**config.mk**
```make
export PLATFORM = sky130hd
export DESIGN_NAME = trap_ctrl_flat
export DESIGN_NICKNAME = d
export VERILOG_FILES = /design/src/rtl/trap_ctrl_if.sv /design/src/rtl/trap_ctrl.sv /design/src/flat_wrapper.sv
export SDC_FILE = /design/constraint.sdc
export NUM_CORES = 1
export LEC_CHECK = 0
export ABC_AREA = 1
export CORE_MARGIN = 5
export CORE_UTILIZATION = 40
export CTS_CLUSTER_SIZE = 28
export DETAILED_ROUTE_END_ITERATION = 8
export MAX_ROUTING_LAYER = met4
export PLACE_DENSITY = 0.77
export REMOVE_ABC_BUFFERS = 1
export SETUP_SLACK_MARGIN = 0.1
export SLEW_MARGIN = 15
export SYNTH_ARGS = -nofsm -noshare
export SYNTH_HDL_FRONTEND = slang
export SYNTH_SLANG_ARGS = --single-unit
```
**constraint.sdc**
```tcl
create_clock -name clk -period 6.5 [get_ports clk]
set_input_delay 0.975 -clock clk [delete_from_list [all_inputs] [get_ports clk]]
set_output_delay 0.975 -clock clk [all_outputs]
set_load 0.01 [all_outputs]
```
**src/rtl/trap_ctrl_if.sv**
```systemverilog
// rtl/trap_ctrl_if.sv - trap sequencer event, CSR and pipeline handshake bundle
interface trap_ctrl_if;
    logic        exc_valid;
    logic [4:0]  exc_code;
    logic [31:0] exc_pc;
    logic [31:0] exc_tval;
    logic        mret_valid;
    logic        irq_meip;
    logic        irq_mtip;
    logic        irq_msip;
    logic [31:0] int_pc;
    logic [31:0] mtvec;
    logic [31:0] mie;
    logic        csr_we;
    logic [11:0] csr_addr;
    logic [31:0] csr_wdata;
    logic        pipe_drained;
    logic        redirect_ready;
    logic        flush;
    logic        redirect_valid;
    logic [31:0] redirect_pc;
    logic        busy;
    logic [31:0] mepc_q;
    logic [31:0] mcause_q;
    logic [31:0] mtval_q;
    logic        mstatus_mie_q;
    logic        mstatus_mpie_q;

    modport slave (
        input  exc_valid, exc_code, exc_pc, exc_tval, mret_valid,
        input  irq_meip, irq_mtip, irq_msip, int_pc, mtvec, mie,
        input  csr_we, csr_addr, csr_wdata, pipe_drained, redirect_ready,
        output flush, redirect_valid, redirect_pc, busy,
        output mepc_q, mcause_q, mtval_q, mstatus_mie_q, mstatus_mpie_q
    );

    modport master (
        output exc_valid, exc_code, exc_pc, exc_tval, mret_valid,
        output irq_meip, irq_mtip, irq_msip, int_pc, mtvec, mie,
        output csr_we, csr_addr, csr_wdata, pipe_drained, redirect_ready,
        input  flush, redirect_valid, redirect_pc, busy,
        input  mepc_q, mcause_q, mtval_q, mstatus_mie_q, mstatus_mpie_q
    );
endinterface

```
**src/rtl/trap_ctrl.sv**
```systemverilog
// rtl/trap_ctrl.sv - machine-mode trap sequencer (optional TRAP_VECTORED_EN)
module trap_ctrl #(
    parameter int          XLEN       = 32,
    parameter logic [31:0] RESET_MEPC = 32'h0000_0000
) (
    input  logic        clk,
    input  logic        rst,
    trap_ctrl_if.slave  bus
);

    typedef enum logic [1:0] {S_IDLE, S_FLUSH, S_COMMIT, S_REDIRECT} state_t;
    typedef enum logic [1:0] {EV_EXC, EV_MRET, EV_IRQ} ev_t;

    state_t            state_q, state_d;
    ev_t               ev_kind_q, ev_kind_d;
    logic [4:0]        ev_code_q, ev_code_d;
    logic [XLEN-1:0]   ev_pc_q, ev_pc_d;
    logic [XLEN-1:0]   ev_tval_q, ev_tval_d;
    logic [XLEN-1:0]   mepc_q, mepc_d;
    logic [XLEN-1:0]   mcause_q, mcause_d;
    logic [XLEN-1:0]   mtval_q, mtval_d;
    logic              mie_q, mie_d;
    logic              mpie_q, mpie_d;
    logic [XLEN-1:0]   redirect_pc_q, redirect_pc_d;
    logic              flush_q, flush_d;
    logic              redirect_valid_q, redirect_valid_d;
    logic              busy_q, busy_d;

    logic [2:0]        irq_en;
    logic [4:0]        irq_code;
    logic [XLEN-1:0]   trap_base;
    logic [XLEN-1:0]   vec_off;

    // Bits of the inputs that carry no meaning here (alignment bits, other mie enables).
    logic unused_bits;
    assign unused_bits = ^{bus.mie[31:12], bus.mie[10:8], bus.mie[6:4], bus.mie[2:0],
                           bus.exc_pc[1:0], bus.int_pc[1:0], bus.mtvec[1:0]};

    // Next-state, event latching and CSR update logic for the whole trap sequence.
    always_comb begin
        state_d       = state_q;
        ev_kind_d     = ev_kind_q;
        ev_code_d     = ev_code_q;
        ev_pc_d       = ev_pc_q;
        ev_tval_d     = ev_tval_q;
        mepc_d        = mepc_q;
        mcause_d      = mcause_q;
        mtval_d       = mtval_q;
        mie_d         = mie_q;
        mpie_d        = mpie_q;
        redirect_pc_d = redirect_pc_q;

        irq_en    = {bus.irq_meip & bus.mie[11], bus.irq_msip & bus.mie[3], bus.irq_mtip & bus.mie[7]};
        irq_code  = irq_en[2] ? 5'd11 : (irq_en[1] ? 5'd3 : 5'd7);
        trap_base = {bus.mtvec[31:2], 2'b00};
        vec_off   = '0;
`ifdef TRAP_VECTORED_EN
        if (bus.mtvec[1:0] == 2'b01) vec_off = {25'b0, ev_code_q, 2'b00};
`endif

        case (state_q)
            S_IDLE: begin
                if (bus.exc_valid) begin
                    state_d   = S_FLUSH;
                    ev_kind_d = EV_EXC;
                    ev_code_d = bus.exc_code;
                    ev_pc_d   = bus.exc_pc;
                    ev_tval_d = bus.exc_tval;
                end else if (bus.mret_valid) begin
                    state_d   = S_FLUSH;
                    ev_kind_d = EV_MRET;
                end else if (mie_q && (irq_en != 3'b000)) begin
                    state_d   = S_FLUSH;
                    ev_kind_d = EV_IRQ;
                    ev_code_d = irq_code;
                    ev_pc_d   = bus.int_pc;
                    ev_tval_d = '0;
                end else if (bus.csr_we) begin
                    case (bus.csr_addr)
                        12'h300: begin
                            mie_d  = bus.csr_wdata[3];
                            mpie_d = bus.csr_wdata[7];
                        end
                        12'h341: mepc_d   = {bus.csr_wdata[31:2], 2'b00};
                        12'h342: mcause_d = bus.csr_wdata;
                        12'h343: mtval_d  = bus.csr_wdata;
                        default: ;
                    endcase
                end
            end
            S_FLUSH: begin
                if (bus.pipe_drained) state_d = S_COMMIT;
            end
            S_COMMIT: begin
                state_d = S_REDIRECT;
                if (ev_kind_q == EV_MRET) begin
                    mie_d         = mpie_q;
                    mpie_d        = 1'b1;
                    redirect_pc_d = mepc_q;
                end else begin
                    mepc_d        = {ev_pc_q[31:2], 2'b00};
                    mtval_d       = ev_tval_q;
                    mpie_d        = mie_q;
                    mie_d         = 1'b0;
                    if (ev_kind_q == EV_IRQ) begin
                        mcause_d      = {1'b1, 26'b0, ev_code_q};
                        redirect_pc_d = trap_base + vec_off;
                    end else begin
                        mcause_d      = {27'b0, ev_code_q};
                        redirect_pc_d = trap_base;
                    end
                end
            end
            S_REDIRECT: begin
                if (bus.redirect_ready) state_d = S_IDLE;
            end
            default: state_d = S_IDLE;
        endcase

        flush_d          = (state_d == S_FLUSH);
        redirect_valid_d = (state_d == S_REDIRECT);
        busy_d           = (state_d != S_IDLE);
    end

    // Sequencer state, latched event and trap CSRs with registered outputs.
    always_ff @(posedge clk or posedge rst) begin
        if (rst) begin
            state_q          <= S_IDLE;
            ev_kind_q        <= EV_EXC;
            ev_code_q        <= '0;
            ev_pc_q          <= '0;
            ev_tval_q        <= '0;
            mepc_q           <= RESET_MEPC;
            mcause_q         <= '0;
            mtval_q          <= '0;
            mie_q            <= 1'b0;
            mpie_q           <= 1'b0;
            redirect_pc_q    <= '0;
            flush_q          <= 1'b0;
            redirect_valid_q <= 1'b0;
            busy_q           <= 1'b0;
        end else begin
            state_q          <= state_d;
            ev_kind_q        <= ev_kind_d;
            ev_code_q        <= ev_code_d;
            ev_pc_q          <= ev_pc_d;
            ev_tval_q        <= ev_tval_d;
            mepc_q           <= mepc_d;
            mcause_q         <= mcause_d;
            mtval_q          <= mtval_d;
            mie_q            <= mie_d;
            mpie_q           <= mpie_d;
            redirect_pc_q    <= redirect_pc_d;
            flush_q          <= flush_d;
            redirect_valid_q <= redirect_valid_d;
            busy_q           <= busy_d;
        end
    end

    assign bus.flush          = flush_q;
    assign bus.redirect_valid = redirect_valid_q;
    assign bus.redirect_pc    = redirect_pc_q;
    assign bus.busy           = busy_q;
    assign bus.mepc_q         = mepc_q;
    assign bus.mcause_q       = mcause_q;
    assign bus.mtval_q        = mtval_q;
    assign bus.mstatus_mie_q  = mie_q;
    assign bus.mstatus_mpie_q = mpie_q;

endmodule
```
**src/flat_wrapper.sv**
```systemverilog
// flat-port wrapper written by rule: the top's interface ports become plain ports
module trap_ctrl_flat 
#(
    parameter int          XLEN       = 32,
    parameter logic [31:0] RESET_MEPC = 32'h0000_0000
)
  (clk, rst, bus_exc_valid, bus_exc_code, bus_exc_pc, bus_exc_tval, bus_mret_valid, bus_irq_meip, bus_irq_mtip, bus_irq_msip, bus_int_pc, bus_mtvec, bus_mie, bus_csr_we, bus_csr_addr, bus_csr_wdata, bus_pipe_drained, bus_redirect_ready, bus_flush, bus_redirect_valid, bus_redirect_pc, bus_busy, bus_mepc_q, bus_mcause_q, bus_mtval_q, bus_mstatus_mie_q, bus_mstatus_mpie_q);
  trap_ctrl_if bus_i ();
  input  logic clk;
  input  logic rst;
  input wire logic [$bits(bus_i.exc_valid)-1:0] bus_exc_valid;
  input wire logic [$bits(bus_i.exc_code)-1:0] bus_exc_code;
  input wire logic [$bits(bus_i.exc_pc)-1:0] bus_exc_pc;
  input wire logic [$bits(bus_i.exc_tval)-1:0] bus_exc_tval;
  input wire logic [$bits(bus_i.mret_valid)-1:0] bus_mret_valid;
  input wire logic [$bits(bus_i.irq_meip)-1:0] bus_irq_meip;
  input wire logic [$bits(bus_i.irq_mtip)-1:0] bus_irq_mtip;
  input wire logic [$bits(bus_i.irq_msip)-1:0] bus_irq_msip;
  input wire logic [$bits(bus_i.int_pc)-1:0] bus_int_pc;
  input wire logic [$bits(bus_i.mtvec)-1:0] bus_mtvec;
  input wire logic [$bits(bus_i.mie)-1:0] bus_mie;
  input wire logic [$bits(bus_i.csr_we)-1:0] bus_csr_we;
  input wire logic [$bits(bus_i.csr_addr)-1:0] bus_csr_addr;
  input wire logic [$bits(bus_i.csr_wdata)-1:0] bus_csr_wdata;
  input wire logic [$bits(bus_i.pipe_drained)-1:0] bus_pipe_drained;
  input wire logic [$bits(bus_i.redirect_ready)-1:0] bus_redirect_ready;
  output wire logic [$bits(bus_i.flush)-1:0] bus_flush;
  output wire logic [$bits(bus_i.redirect_valid)-1:0] bus_redirect_valid;
  output wire logic [$bits(bus_i.redirect_pc)-1:0] bus_redirect_pc;
  output wire logic [$bits(bus_i.busy)-1:0] bus_busy;
  output wire logic [$bits(bus_i.mepc_q)-1:0] bus_mepc_q;
  output wire logic [$bits(bus_i.mcause_q)-1:0] bus_mcause_q;
  output wire logic [$bits(bus_i.mtval_q)-1:0] bus_mtval_q;
  output wire logic [$bits(bus_i.mstatus_mie_q)-1:0] bus_mstatus_mie_q;
  output wire logic [$bits(bus_i.mstatus_mpie_q)-1:0] bus_mstatus_mpie_q;
  assign bus_i.exc_valid = bus_exc_valid;
  assign bus_i.exc_code = bus_exc_code;
  assign bus_i.exc_pc = bus_exc_pc;
  assign bus_i.exc_tval = bus_exc_tval;
  assign bus_i.mret_valid = bus_mret_valid;
  assign bus_i.irq_meip = bus_irq_meip;
  assign bus_i.irq_mtip = bus_irq_mtip;
  assign bus_i.irq_msip = bus_irq_msip;
  assign bus_i.int_pc = bus_int_pc;
  assign bus_i.mtvec = bus_mtvec;
  assign bus_i.mie = bus_mie;
  assign bus_i.csr_we = bus_csr_we;
  assign bus_i.csr_addr = bus_csr_addr;
  assign bus_i.csr_wdata = bus_csr_wdata;
  assign bus_i.pipe_drained = bus_pipe_drained;
  assign bus_i.redirect_ready = bus_redirect_ready;
  assign bus_flush = bus_i.flush;
  assign bus_redirect_valid = bus_i.redirect_valid;
  assign bus_redirect_pc = bus_i.redirect_pc;
  assign bus_busy = bus_i.busy;
  assign bus_mepc_q = bus_i.mepc_q;
  assign bus_mcause_q = bus_i.mcause_q;
  assign bus_mtval_q = bus_i.mtval_q;
  assign bus_mstatus_mie_q = bus_i.mstatus_mie_q;
  assign bus_mstatus_mpie_q = bus_i.mstatus_mpie_q;
  trap_ctrl #(.XLEN(XLEN), .RESET_MEPC(RESET_MEPC)) u_core (.clk(clk), .rst(rst), .bus(bus_i));
endmodule
```
==> impl_metrics.tcl <==
set metrics [dict create \
    status "completed" \
    cts_sinks 200 \
    synth.area.top_cells "dfrtp_1 (54%), nand2_1 (21%), nand3_1 (7.2%)" \
    arrival_ps 3710 \
    core_um2 22640 \
    final_layout_size_suffix_gt1_share_pct 3.945 \
    die_w_um 161.7 \
    rows 55 \
    n_antenna_cell 0 \
    grt-ovfl-total 0 \
    wire_per_inst_um 18.02 \
    grt_util_met3_pct 5.329 \
    synth.top_cell.area_share_pct 54.34 \
    reg2reg_from "u_core.state_q[0]$_DFF_PP0_" \
    clk_latency_ps 430 \
    crit_chain "clkdlybuf4s50_1 -> nor2_1 -> nand2_1 -> nor2_1 -> nand2_1 -> nand2_2 -> nand2_2 -> nand2_1 -> nand2_1" \
    fmax_mhz 295.0 \
    vias 8784 \
    cellInternalPower_uw 3611 \
    yosys.area.top_type "dfrtp_1" \
    reg2reg_depth 10 \
    cts_tree "yes" \
    vias_per_cell 5.077 \
    use_met1_pct 30.39 \
    min_period_ps 3390 \
    min_to "u_core.ev_tval_q[20]$_DFFE_PP0P_" \
    routabilityCongestion 0.8220 \
    ys_types 20 \
    syn-cell-area_um2 9210 \
    r2r_end "u_core.bus.mtval_q[25]$_DFFE_PP0P_" \
    relSlewSlack_pct 31.77 \
    grt_max_degree 75 \
    avgSynthCellArea_um2 7.912 \
    synth.top_cells.by_count "nand2_1 (526), dfrtp_1 (200), nand3_1 (133)" \
    finalMaxSlewViolations 0 \
    initial_core_util_pct 40.68 \
    yosysSeqAreaShare_pct 54.34 \
    antenna_found_initial 0 \
    hold_viol_final 0 \
    io_pins 352 \
    port_buffers 312 \
    fillCellCount 2057 \
    p_comb_share_pct 48.1 \
    grt_pass1_vias 8830 \
    power_leakage_uw 0.006499 \
    ant_nets 0 \
    path_clk_slew_ps 70 \
    cap_violations 0 \
    grt_pass1_wl_mm 48.78 \
    critPathLaunchType "input port" \
    clkPwrFrac_pct 17.0 \
    critPathKind "in2reg" \
    drt_iter0_drc 540 \
    cts_buffers 17 \
    min_period_over_period_pct 52.15 \
    p_sw_share_pct 42.56 \
    dp_hpwl_mm 20.11 \
    setup_violations 0 \
    power.switching_uw 2676 \
    critPathRequiredTime_ps 6820 \
    synth_edf_count 0 \
    cpMaxStageDelayCell "nand2_2" \
    rsz0062_at_grt "no" \
    hold_path_depth 2 \
    end_kind "flip-flop" \
    cts_setup_buffers 0 \
    cts_htree_levels 4 \
    synth.most_common_cell "nand2_1" \
    busiest_layer "met2" \
    finalClockSkew_ps 13.71 \
    worstHoldStart "u_core.ev_tval_q[20]$_DFFE_PP0P_" \
    ir_worst_vdd_v 0.0003335 \
    dr.pass1.iters 5 \
    final_core_util_pct 57.62 \
    cts.repair.resized 0 \
    crit_fanout 33 \
    wl_mm 31.17 \
    area_growth_pct 41.64 \
    max_stage_delay_ps 770 \
    ys.flop_type "dfrtp_1" \
    drc_errors 0 \
    place_area_um2 12460 \
    seq_power_share_pct 34.9 \
    min_path_type "reg2reg" \
    synth-warning-count 0 \
    grt.met2_usage_pct 40.16 \
    worstMarginPinSlew_ps 1021 \
    nets 1651 \
    grtUsageTotal_pct 24.30 \
    seq_area_um2 5005 \
    async_flop_share_pct 100.0 \
    power_density_nw_per_um2 481.9 \
    die_h_um 161.7 \
    cp_common_cell "nand2_1" \
    cts_root_buf "clkbuf_16" \
    tns_ps 0 \
    ys_ff_latch 200 \
    crit_start "bus_csr_addr[3]" \
    r2r_setup_slack_ps 3150 \
    post-route-cell-area_um2 13050 \
    cts_hold_buf 0 \
    synthCells 1164 \
    die_area_um2 26160 \
    multi_input_area_um2 3727 \
    clock_tree.buffer_depth 2 \
]
worst max-delay path by stage:
stage | to | slack, ps | depth (start not counted)
final | u_core.bus.mcause_q[20]$_DFFE_PP0P_ | 3110 | 9
after global routing | u_core.bus.mtval_q[25]$_DFFE_PP0P_ | 2830 | 10
after CTS | u_core.bus.mtval_q[25]$_DFFE_PP0P_ | 3070 | 9
after detailed placement | u_core.bus.mcause_q[20]$_DFFE_PP0P_ | 2650 | 9
after global placement | u_core.bus.mcause_q[19]$_DFFE_PP0P_ | 2750 | 10
after floorplan | u_core.bus.busy$_DFF_PP0_ | 70 | 1
metrics by stage:
stage	hold WS [ps]	total power, uW	instances	worst slack, ps
6_report	472.4	6287	1730	3110
5_1_grt	491.3	6754	1730	2834
4_1_cts	475.5	6337	1730	3068
3_5_place_dp	457.3	5251	1698	2651
3_3_place_gp	452.3	5156	1698	2746
2_1_floorplan	442.2	3652	1090	70.99
layout make-up:
cell class	instances	share of cell area (%)
tap	285	2.734
sequential	200	38.37
inverter	43	1.304
multi-input combinational	847	28.57
clock inverter	12	1.045
timing repair buffer	323	24.55
clock buffer	20	3.424
kinds of logic after synthesis:
logic type	Yosys count	synth area share, %
compound gates	106	5.814
buf+inv	120	5.787
flops	200	54.34
mux	30	3.260
other cells	1	0.04072
simple gates	707	30.76
flip-flops by register name, indices dropped and copies added, names as in the netlist, 2 cells and up:
signal and count:
u_core.bus.mtval_q 32, u_core.bus.mepc_q 30, u_core.ev_tval_q 32, u_core.ev_code_q 5, u_core.ev_kind_q 2, u_core.bus.mcause_q 32
u_core.bus.redirect_pc 30, u_core.state_q 2, u_core.ev_pc_q 30
cell usage in the layout, fill, tap and decap left out:
cell	netlist	routed
o21ai_4	0	1
o211ai_1	1	1
nand2_1	526	519
nor2_1	43	41
dfrtp_1	200	200
clkinvlp_4	0	2
a21oi_1	3	3
clkinv_4	0	4
inv_6	0	2
clkdlybuf4s50_1	0	311
mux2i_1	30	30
nor3_1	4	4
nand2_2	0	7
bufinv_16	0	1
conb_1	1	4
nand3_1	133	133
nor2_4	1	3
clkbuf_1	34	2
o21ai_0	100	100
clkbuf_8	0	1
inv_8	0	3
o31ai_1	1	1
inv_1	40	39
buf_4	10	12
clkbuf_16	0	17
clkinv_2	0	1
inv_2	3	2
clkinv_8	0	1
critical path, delay by kind of cell:
family / cells / cell delay (ps)
and+or+nand+nor: 8 / 2290
buffers and inverters: 1 / 420
power by group through the flow:
stage	clock network (uW)	registers, uW	logic [uW]
2_1_floorplan	0	2320	1340
3_3_place_gp	0	2180	2980
3_5_place_dp	0	2210	3050
4_1_cts	1090	2190	3060
5_1_grt	1140	2260	3350
6_report	1070	2190	3020
layer usage:
layer	routed length, um	vias up	share of wire [%]
met4	626	0	2.0
li1	-	4210	-
met3	2404	42	7.7
met2	15230	374	49
met5	0	-	0
met1	12910	4158	41
Note: power is estimated with default switching activity, not from simulation.
